### config.mk
export PLATFORM = sky130hd
export DESIGN_NAME = vga_rect_address_scanner
export DESIGN_NICKNAME = d
export VERILOG_FILES = /design/src/rtl/vga_rect_address_scanner.sv
export SDC_FILE = /design/constraint.sdc
export NUM_CORES = 1
export LEC_CHECK = 0
export BUFFER_PORTS_ARGS = -buffer_cell sky130_fd_sc_hd__buf_2
export CAP_MARGIN = 15
export CORE_MARGIN = 4
export CORE_UTILIZATION = 60
export CTS_CLUSTER_DIAMETER = 60
export DETAILED_ROUTE_END_ITERATION = 10
export PLACE_DENSITY_LB_ADDON = 0.05
export SLEW_MARGIN = 20
export SYNTH_ARGS = -nofsm -noshare
export SYNTH_HDL_FRONTEND = slang
export SYNTH_SLANG_ARGS = --single-unit
### constraint.sdc
create_clock -name clock -period 4.7 [get_ports clock]
set_input_delay 0.705 -clock clock [delete_from_list [all_inputs] [get_ports clock]]
set_output_delay 0.705 -clock clock [all_outputs]
set_load 0.02 [all_outputs]
### src/rtl/vga_rect_address_scanner.sv
// Walks a rectangle in raster order and emits one pixel beat (x, y, colour, y*H_RES+x) per handshake.
// Define VGA_SCAN_CLIP_EN to clip the rectangle to the visible H_RES x V_RES area.
module vga_rect_address_scanner #(
    parameter int H_RES    = 160,
    parameter int V_RES    = 120,
    parameter int X_W      = 8,
    parameter int Y_W      = 7,
    parameter int ADDR_W   = 15,
    parameter int COLOUR_W = 3
) (
    input  logic                clock,
    input  logic                resetn,
    input  logic                start,
    input  logic [X_W-1:0]      x0,
    input  logic [Y_W-1:0]      y0,
    input  logic [X_W-1:0]      w,
    input  logic [Y_W-1:0]      h,
    input  logic [COLOUR_W-1:0] colour_in,
    output logic                busy,
    output logic                done,
    output logic                out_valid,
    input  logic                out_ready,
    output logic [X_W-1:0]      x,
    output logic [Y_W-1:0]      y,
    output logic [COLOUR_W-1:0] colour,
    output logic [ADDR_W-1:0]   mem_address
);

`ifdef VGA_SCAN_CLIP_EN
    localparam bit CLIP_EN = 1'b1;
`else
    localparam bit CLIP_EN = 1'b0;
`endif

    localparam logic [X_W:0]      H_RES_X = (X_W+1)'(H_RES);
    localparam logic [Y_W:0]      V_RES_Y = (Y_W+1)'(V_RES);
    localparam logic [X_W:0]      ONE_X   = (X_W+1)'(1);
    localparam logic [Y_W:0]      ONE_Y   = (Y_W+1)'(1);
    localparam logic [ADDR_W-1:0] H_STEP  = ADDR_W'(H_RES);

    typedef enum logic [1:0] {
        S_IDLE,
        S_LOAD,
        S_SCAN
    } state_t;

    state_t              state_q, state_d;
    logic [X_W-1:0]      x0_q, x0_d;
    logic [Y_W-1:0]      y0_q, y0_d;
    logic [X_W:0]        ew_q, ew_d;
    logic [Y_W:0]        eh_q, eh_d;
    logic [X_W:0]        col_q, col_d;
    logic [Y_W:0]        row_q, row_d;
    logic [COLOUR_W-1:0] colour_q, colour_d;
    logic [X_W-1:0]      x_q, x_d;
    logic [Y_W-1:0]      y_q, y_d;
    logic [ADDR_W-1:0]   row_base_q, row_base_d;
    logic [ADDR_W-1:0]   addr_q, addr_d;
    logic                valid_q, valid_d;
    logic                done_q, done_d;

    // Clipping arithmetic is one bit wider than the coordinates so it never wraps.
    logic [X_W:0]        x0_ext, x_room, ew_clip;
    logic [Y_W:0]        y0_ext, y_room, eh_clip;
    logic [ADDR_W-1:0]   row_base_load;

    always_comb begin
        x0_ext        = {1'b0, x0_q};
        y0_ext        = {1'b0, y0_q};
        x_room        = (x0_ext >= H_RES_X) ? '0 : (H_RES_X - x0_ext);
        y_room        = (y0_ext >= V_RES_Y) ? '0 : (V_RES_Y - y0_ext);
        ew_clip       = (CLIP_EN && (x_room < ew_q)) ? x_room : ew_q;
        eh_clip       = (CLIP_EN && (y_room < eh_q)) ? y_room : eh_q;
        row_base_load = ADDR_W'(y0_q) * H_STEP;
    end

    always_comb begin
        state_d    = state_q;
        x0_d       = x0_q;
        y0_d       = y0_q;
        ew_d       = ew_q;
        eh_d       = eh_q;
        col_d      = col_q;
        row_d      = row_q;
        colour_d   = colour_q;
        x_d        = x_q;
        y_d        = y_q;
        row_base_d = row_base_q;
        addr_d     = addr_q;
        valid_d    = valid_q;
        done_d     = 1'b0;

        case (state_q)
            S_IDLE: begin
                if (start) begin
                    x0_d     = x0;
                    y0_d     = y0;
                    ew_d     = {1'b0, w};
                    eh_d     = {1'b0, h};
                    colour_d = colour_in;
                    state_d  = S_LOAD;
                end
            end
            S_LOAD: begin
                ew_d = ew_clip;
                eh_d = eh_clip;
                if ((ew_clip == '0) || (eh_clip == '0)) begin
                    done_d  = 1'b1;
                    state_d = S_IDLE;
                end else begin
                    col_d      = '0;
                    row_d      = '0;
                    x_d        = x0_q;
                    y_d        = y0_q;
                    row_base_d = row_base_load;
                    addr_d     = row_base_load + ADDR_W'(x0_q);
                    valid_d    = 1'b1;
                    state_d    = S_SCAN;
                end
            end
            S_SCAN: begin
                if (valid_q && out_ready) begin
                    if (col_q == ew_q - ONE_X) begin
                        if (row_q == eh_q - ONE_Y) begin
                            valid_d = 1'b0;
                            done_d  = 1'b1;
                            state_d = S_IDLE;
                        end else begin
                            // Next row: the base advances by one line, no multiply needed.
                            col_d      = '0;
                            row_d      = row_q + ONE_Y;
                            x_d        = x0_q;
                            y_d        = y_q + Y_W'(1);
                            row_base_d = row_base_q + H_STEP;
                            addr_d     = row_base_q + H_STEP + ADDR_W'(x0_q);
                        end
                    end else begin
                        col_d  = col_q + ONE_X;
                        x_d    = x_q + X_W'(1);
                        addr_d = addr_q + ADDR_W'(1);
                    end
                end
            end
            default: begin
                state_d = S_IDLE;
                valid_d = 1'b0;
            end
        endcase
    end

    always_ff @(posedge clock or negedge resetn) begin
        if (!resetn) begin
            state_q    <= S_IDLE;
            x0_q       <= '0;
            y0_q       <= '0;
            ew_q       <= '0;
            eh_q       <= '0;
            col_q      <= '0;
            row_q      <= '0;
            colour_q   <= '0;
            x_q        <= '0;
            y_q        <= '0;
            row_base_q <= '0;
            addr_q     <= '0;
            valid_q    <= 1'b0;
            done_q     <= 1'b0;
        end else begin
            state_q    <= state_d;
            x0_q       <= x0_d;
            y0_q       <= y0_d;
            ew_q       <= ew_d;
            eh_q       <= eh_d;
            col_q      <= col_d;
            row_q      <= row_d;
            colour_q   <= colour_d;
            x_q        <= x_d;
            y_q        <= y_d;
            row_base_q <= row_base_d;
            addr_q     <= addr_d;
            valid_q    <= valid_d;
            done_q     <= done_d;
        end
    end

    assign busy        = (state_q != S_IDLE);
    assign done        = done_q;
    assign out_valid   = valid_q;
    assign x           = x_q;
    assign y           = y_q;
    assign colour      = colour_q;
    assign mem_address = addr_q;

endmodule

Yosys cells after proc, flatten, opt, wreduce, memory -nomap -nowiden
Cells that the tools add are included.

Input port bits: 37. Register bits after elaboration: 99. Output and inout bits: 36.

Multipliers: 1. Reduce and logical (&&, ||, !) cells: 12. Multiplexer cells: 46. Equality and inequality tests: 11. Bitwise gates (word level): 1. Add/sub/neg operators: 10.

Operators by type and width (count): $mux W15 (8); $mux W8 (8); $pmux W15 S2 (2); $mux W9 (4); $pmux W8 S2 (2); $add A15 B8 Y15 (2); $mux W7 (4); $pmux W9 S2 (1); $add A8 B1 Y8 const B (2); $add A15 B1 Y15 const B (1); $add A15 B8 Y15 const B (1); $pmux W7 S2 (1); $ne A2 B2 Y1 const B (6); $mul A7 B3 Y10 const B (1); $mux W2 (5); $reduce_and A5 Y1 (2); $add A9 B1 Y9 const B (1); $eq A9 B9 Y1 (1); $logic_not A9 Y1 (1); $sub A8 B1 Y9 const B (1); $eq A8 B8 Y1 (1); $logic_not A8 Y1 (1); $mux W1 (8); $reduce_and A4 Y1 (2); other kinds (14) (15).

Logic depth before layout (Yosys ltp)
Depth in word-level cells: 6. Gate-level depth with buffers: 13.

Worst setup path after synthesis
No wires, ideal clock.

Path kind: flip-flop to flip-flop. Start point: reg ew_q[0] (netlist: ew_clip[0]). End point: reg row_q[4]. Arrival: 2.983 ns. Cell stages (with the launch flop): 13. Data required time: 4.622 ns. Library setup time: 0.078 ns. Setup slack: 1.639 ns. Cell sequence: dfrtp_1 > clkbuf_1 > inv_1 > ha_1 > buf_2 > xnor2_1 > o2bb2ai_1 > a2111oi_2 > o221ai_4 > o41a_1 > buf_2 > or3_1 > a21oi_1.

Cells in the longest elaborated chain, start to end: 4. Elaborated cells between the ends (all ways): 7. Those cells by class: 1 x add/sub; 3 x eq/ne; 3 x reduce/logical.

Ends and longest elaborated chain: from (decl) (line 50) `logic [X_W:0] ew_q, ew_d;`; from (signal assigned) (line 171) `ew_q <= ew_d;`; $sub A8 B1 Y9 or $logic_not A9 Y1 (tied branches) (line 123, 107); $eq A9 B9 Y1 or $logic_or A1 B1 Y1 (tied branches) (line 123, 107); $ne A2 B2 Y1 (no line); $reduce_and A5 Y1 (no line) (*); to (signal assigned) (line 174) `row_q <= row_d;`; to (decl) (line 53) `logic [Y_W:0] row_q, row_d;`.

Mark *: on every way between the ends. The rest lies on a longest branch, timed or not. A chain may end at the register's enable or synchronous reset.

Worst setup path after layout
Start point: reg ew_q[0] (netlist: ew_clip[0]). End point: reg row_q[7].

The elaborated chain is that of the path after synthesis.

==> flow_summary.ini <==
[floorplan]
io_pins = 73
rows = 37
dieHeight_um = 110.1
die_area_mm2 = 0.01213
core_mm2 = 0.01023
die_x_um = 110.1
start_util = 0.6117

[timing]
worstMarginPinSlew_ns = 0.7858
relSlewSlack = 0.4761
setup_viol = 0
hold_viol_final = 0
min_period_over_period = 0.8146
slew_viol_final = 0
fmax_mhz = 261.2
rsz0062_at_grt = false
clock-skew-final_ns = 0.01485
finalCriticalPeriod_ns = 3.829
setup_tns_ns = 0

[worst_setup_path]
max_stage_delay_ns = 0.79
reg2reg_to = row_q[7]
end_kind = flip-flop
reg2reg_depth = 9
worstSetupStartpointType = flip-flop
rr_startpoint = ew_clip[0]
required_ns = 4.99
arrival_ns = 4.12
critPathTopFamily = compound AO/OA/AOI/OAI gates
reg2reg_slack_ns = 0.87
crit_start = ew_clip[0]
path_class = reg -> reg
critPathBufInv = 1
cpMaxStageDelayCell = o41a_2
worstPathMaxFanout = 33
crit_chain = inv_1 -> ha_1 -> o21ai_0 -> o32a_1 -> o31ai_1 -> o221ai_4 -> o41a_2 -> or4_1 -> a21oi_1

[yosys]
synth_top_family_by_area = compound AO/OA/AOI/OAI gates
synth.distinct_cells = 74
synth_fa_ha_area_frac = 0.06238
synth_xor_area_frac = 0.05958
ys_warn_count = 0
synth-simple-area-share = 0.1771
synth_nets = 731
ys.flop_type = dfrtp_1
yosys.area.top_type = dfrtp_1
ys_ff_latch = 94
synth.area.top_cells = dfrtp_1 (38%), mux2_2 (6.7%), ha_1 (5.6%)
synth_edf_count = 0
ys_seq_area_frac = 0.3758
synthCells = 664
synth-compound-area-share = 0.2015
synthMuxAreaShare = 0.08417
yosysTopAreaCellShare = 0.3758
synth_area_mm2 = 0.006259
synthArstFlopShare = 1.000
postSynthAreaPerCell_um2 = 9.425

[pwr]
clock_power_share = 0.303
power_frac_seq = 0.500
pwr-share-comb = 0.197
ir_drop_mv = 0.3226
swShare = 0.3153
power.leakage_uw = 0.003244
internal_power_uw = 1365
p_sw_uw = 628.7
cellPowerDensity_mw_per_mm2 = 287.3

[run_status]
outcome = complete, no violations

[clock_tree]
htreeDepth = 3
clkLatencyLatePin_ns = 0.38
cts-hold-fix-buffers = 0
cts_tree = built
cts_buffer_depth = 2
cts_buffers = 9
cts_resized = 0
cts_setup_buffers = 0
cts.sinks = 94
clkSlewWorstSetupHoldPaths_ns = 0.10
cts_root_buf = clkbuf_8

[route]
drt-total-wl_um = 15120
detail-route-antenna-nets = 0
initialDrtViolationCount = 311
wire_per_inst_um = 17.52
routed-via-count = 5432
firstDrtPassIters = 5
drc = 0
vias_per_cell = 6.294

[place]
io_buffers = 72
gp_congestion = 0.8867
placed_cells = 847
hpwl_um = 10630

[min_path]
worstHoldPathType = in -> async

[cells_and_area]
nets = 789
insertedDiodeCount = 0
area_growth_syn_to_layout_pct = 10.90
drive_above_1_share = 0.1967
utilization = 0.6784
layout.cells.non_filler = 863

[global_route]
grt_max_degree = 60
grt_usage = 0.2613
grt_pass1_wl_um = 24870
antenna_found_initial = 0
globalRoute.totalOverflow = 0
grt_pass1_vias = 5157

[flow_run]
drv_cap = 0
## sequential cells by signal, summed over array words and instances (netlist names)
| register | cells |
|---|---|
| row_q | 8 |
| y | 7 |
| done | 1 |
| colour | 3 |
| col_q | 9 |
| y0_q | 7 |
| mem_address | 15 |
| x0_q | 8 |
| row_base_q | 10 |
| ew_clip | 8 |
| out_valid | 1 |
| x | 8 |
| eh_clip | 7 |
| state_q | 2 |
## power by group through the flow
stage | Clock [uW] | Combinational [uW] | Sequential (uW)
2_1_floorplan | 0 | 194 | 1050
3_3_place_gp | 0 | 383 | 1000
3_5_place_dp | 0 | 395 | 1010
4_1_cts | 614 | 396 | 994
5_1_grt | 646 | 435 | 1010
6_report | 605 | 393 | 996
## Yosys cell counts, drive strengths merged, types with 8 or more instances
cell	count
mux2	37
xnor2	22
nor2	35
a21oi	37
dfrtp	94
o211ai	8
and3	9
o21ai	40
nor3	11
nand2	61
ha	28
mux2i	11
nor2b	11
nand3	30
or3	9
xor2	18
buf	13
inv	32
nand4	10
a31oi	10
clkbuf	19
a21o	8
## per-layer routing
metal  routed length (um)  GRT usage  vias up
met4                  379     0.1091        0
met5                    0          0        -
met1                 6905     0.3595     2672
met2                 7026     0.4146      163
li1                     -          -     2570
met3                  809    0.03727       27
## cell families after synthesis
kind of cell	count (synthesis)
buffers and inverters	64
XOR/XNOR	41
AND/OR/NAND/NOR	212
adder cells (fa/ha/maj)	30
flip-flops	94
AO/OA/AOI/OAI	175
multiplexers	48
## worst register-to-register path, cell delays in order, from the launching register on
cell	delay, ns
dfrtp_1	0.47
inv_1	0.09
ha_1	0.35
o21ai_0	0.21
o32a_1	0.33
o31ai_1	0.43
o221ai_4	0.35
o41a_2	0.79
or4_1	0.57
a21oi_1	0.15
## through the flow
stage | total power [uW] | hold WS, ns | setup WS, ns | area [um^2]
floorplan | 1248 | 0.4094 | 1.639 | 6259
global placement | 1387 | 0.4833 | 0.9831 | 6724
detailed placement | 1404 | 0.4878 | 0.8169 | 6724
CTS | 2004 | 0.4179 | 0.7644 | 6939
global route | 2092 | 0.4576 | 0.6995 | 6940
finish | 1994 | 0.3871 | 0.8712 | 6940
## layout make-up
type	count	area, um^2
fill	832	3291
clock inverter	4	70.07
timing repair buffer	79	415.4
inverter	32	120.1
sequential	94	2352
clock buffer	12	145.1
tap	136	170.2
multi-input combinational	506	3667
## layout by cell type (no fill, tap or decap), types with 4 or more instances in the layout
cell type / n
dfrtp_1: 94
buf_2: 71
nand2_1: 61
o21ai_0: 40
a21oi_1: 37
mux2_2: 37
nor2_1: 35
inv_1: 32
nand3_1: 30
ha_1: 28
xnor2_1: 22
xor2_1: 18
nor3_1: 11
nor2b_1: 11
mux2i_1: 11
nand4_1: 10
clkbuf_8: 10
or3_1: 9
a31oi_1: 9
and3_1: 9
a21o_1: 8
o211ai_1: 8
buf_4: 8
a2bb2oi_1: 7
or4_1: 6
a22o_1: 6
o31ai_1: 5
nand2b_1: 5
nor3b_1: 4
a211oi_1: 4
o2bb2ai_1: 4
a22oi_1: 4
## worst max-delay path by stage
stage	end	cells after the start
2_1_floorplan	row_q[4]	12
3_3_place_gp	row_q[7]	9
3_5_place_dp	row_q[7]	9
4_1_cts	row_q[7]	9
5_1_grt	row_q[7]	9
6_report	row_q[7]	9
(Power assumes the default switching activity.)
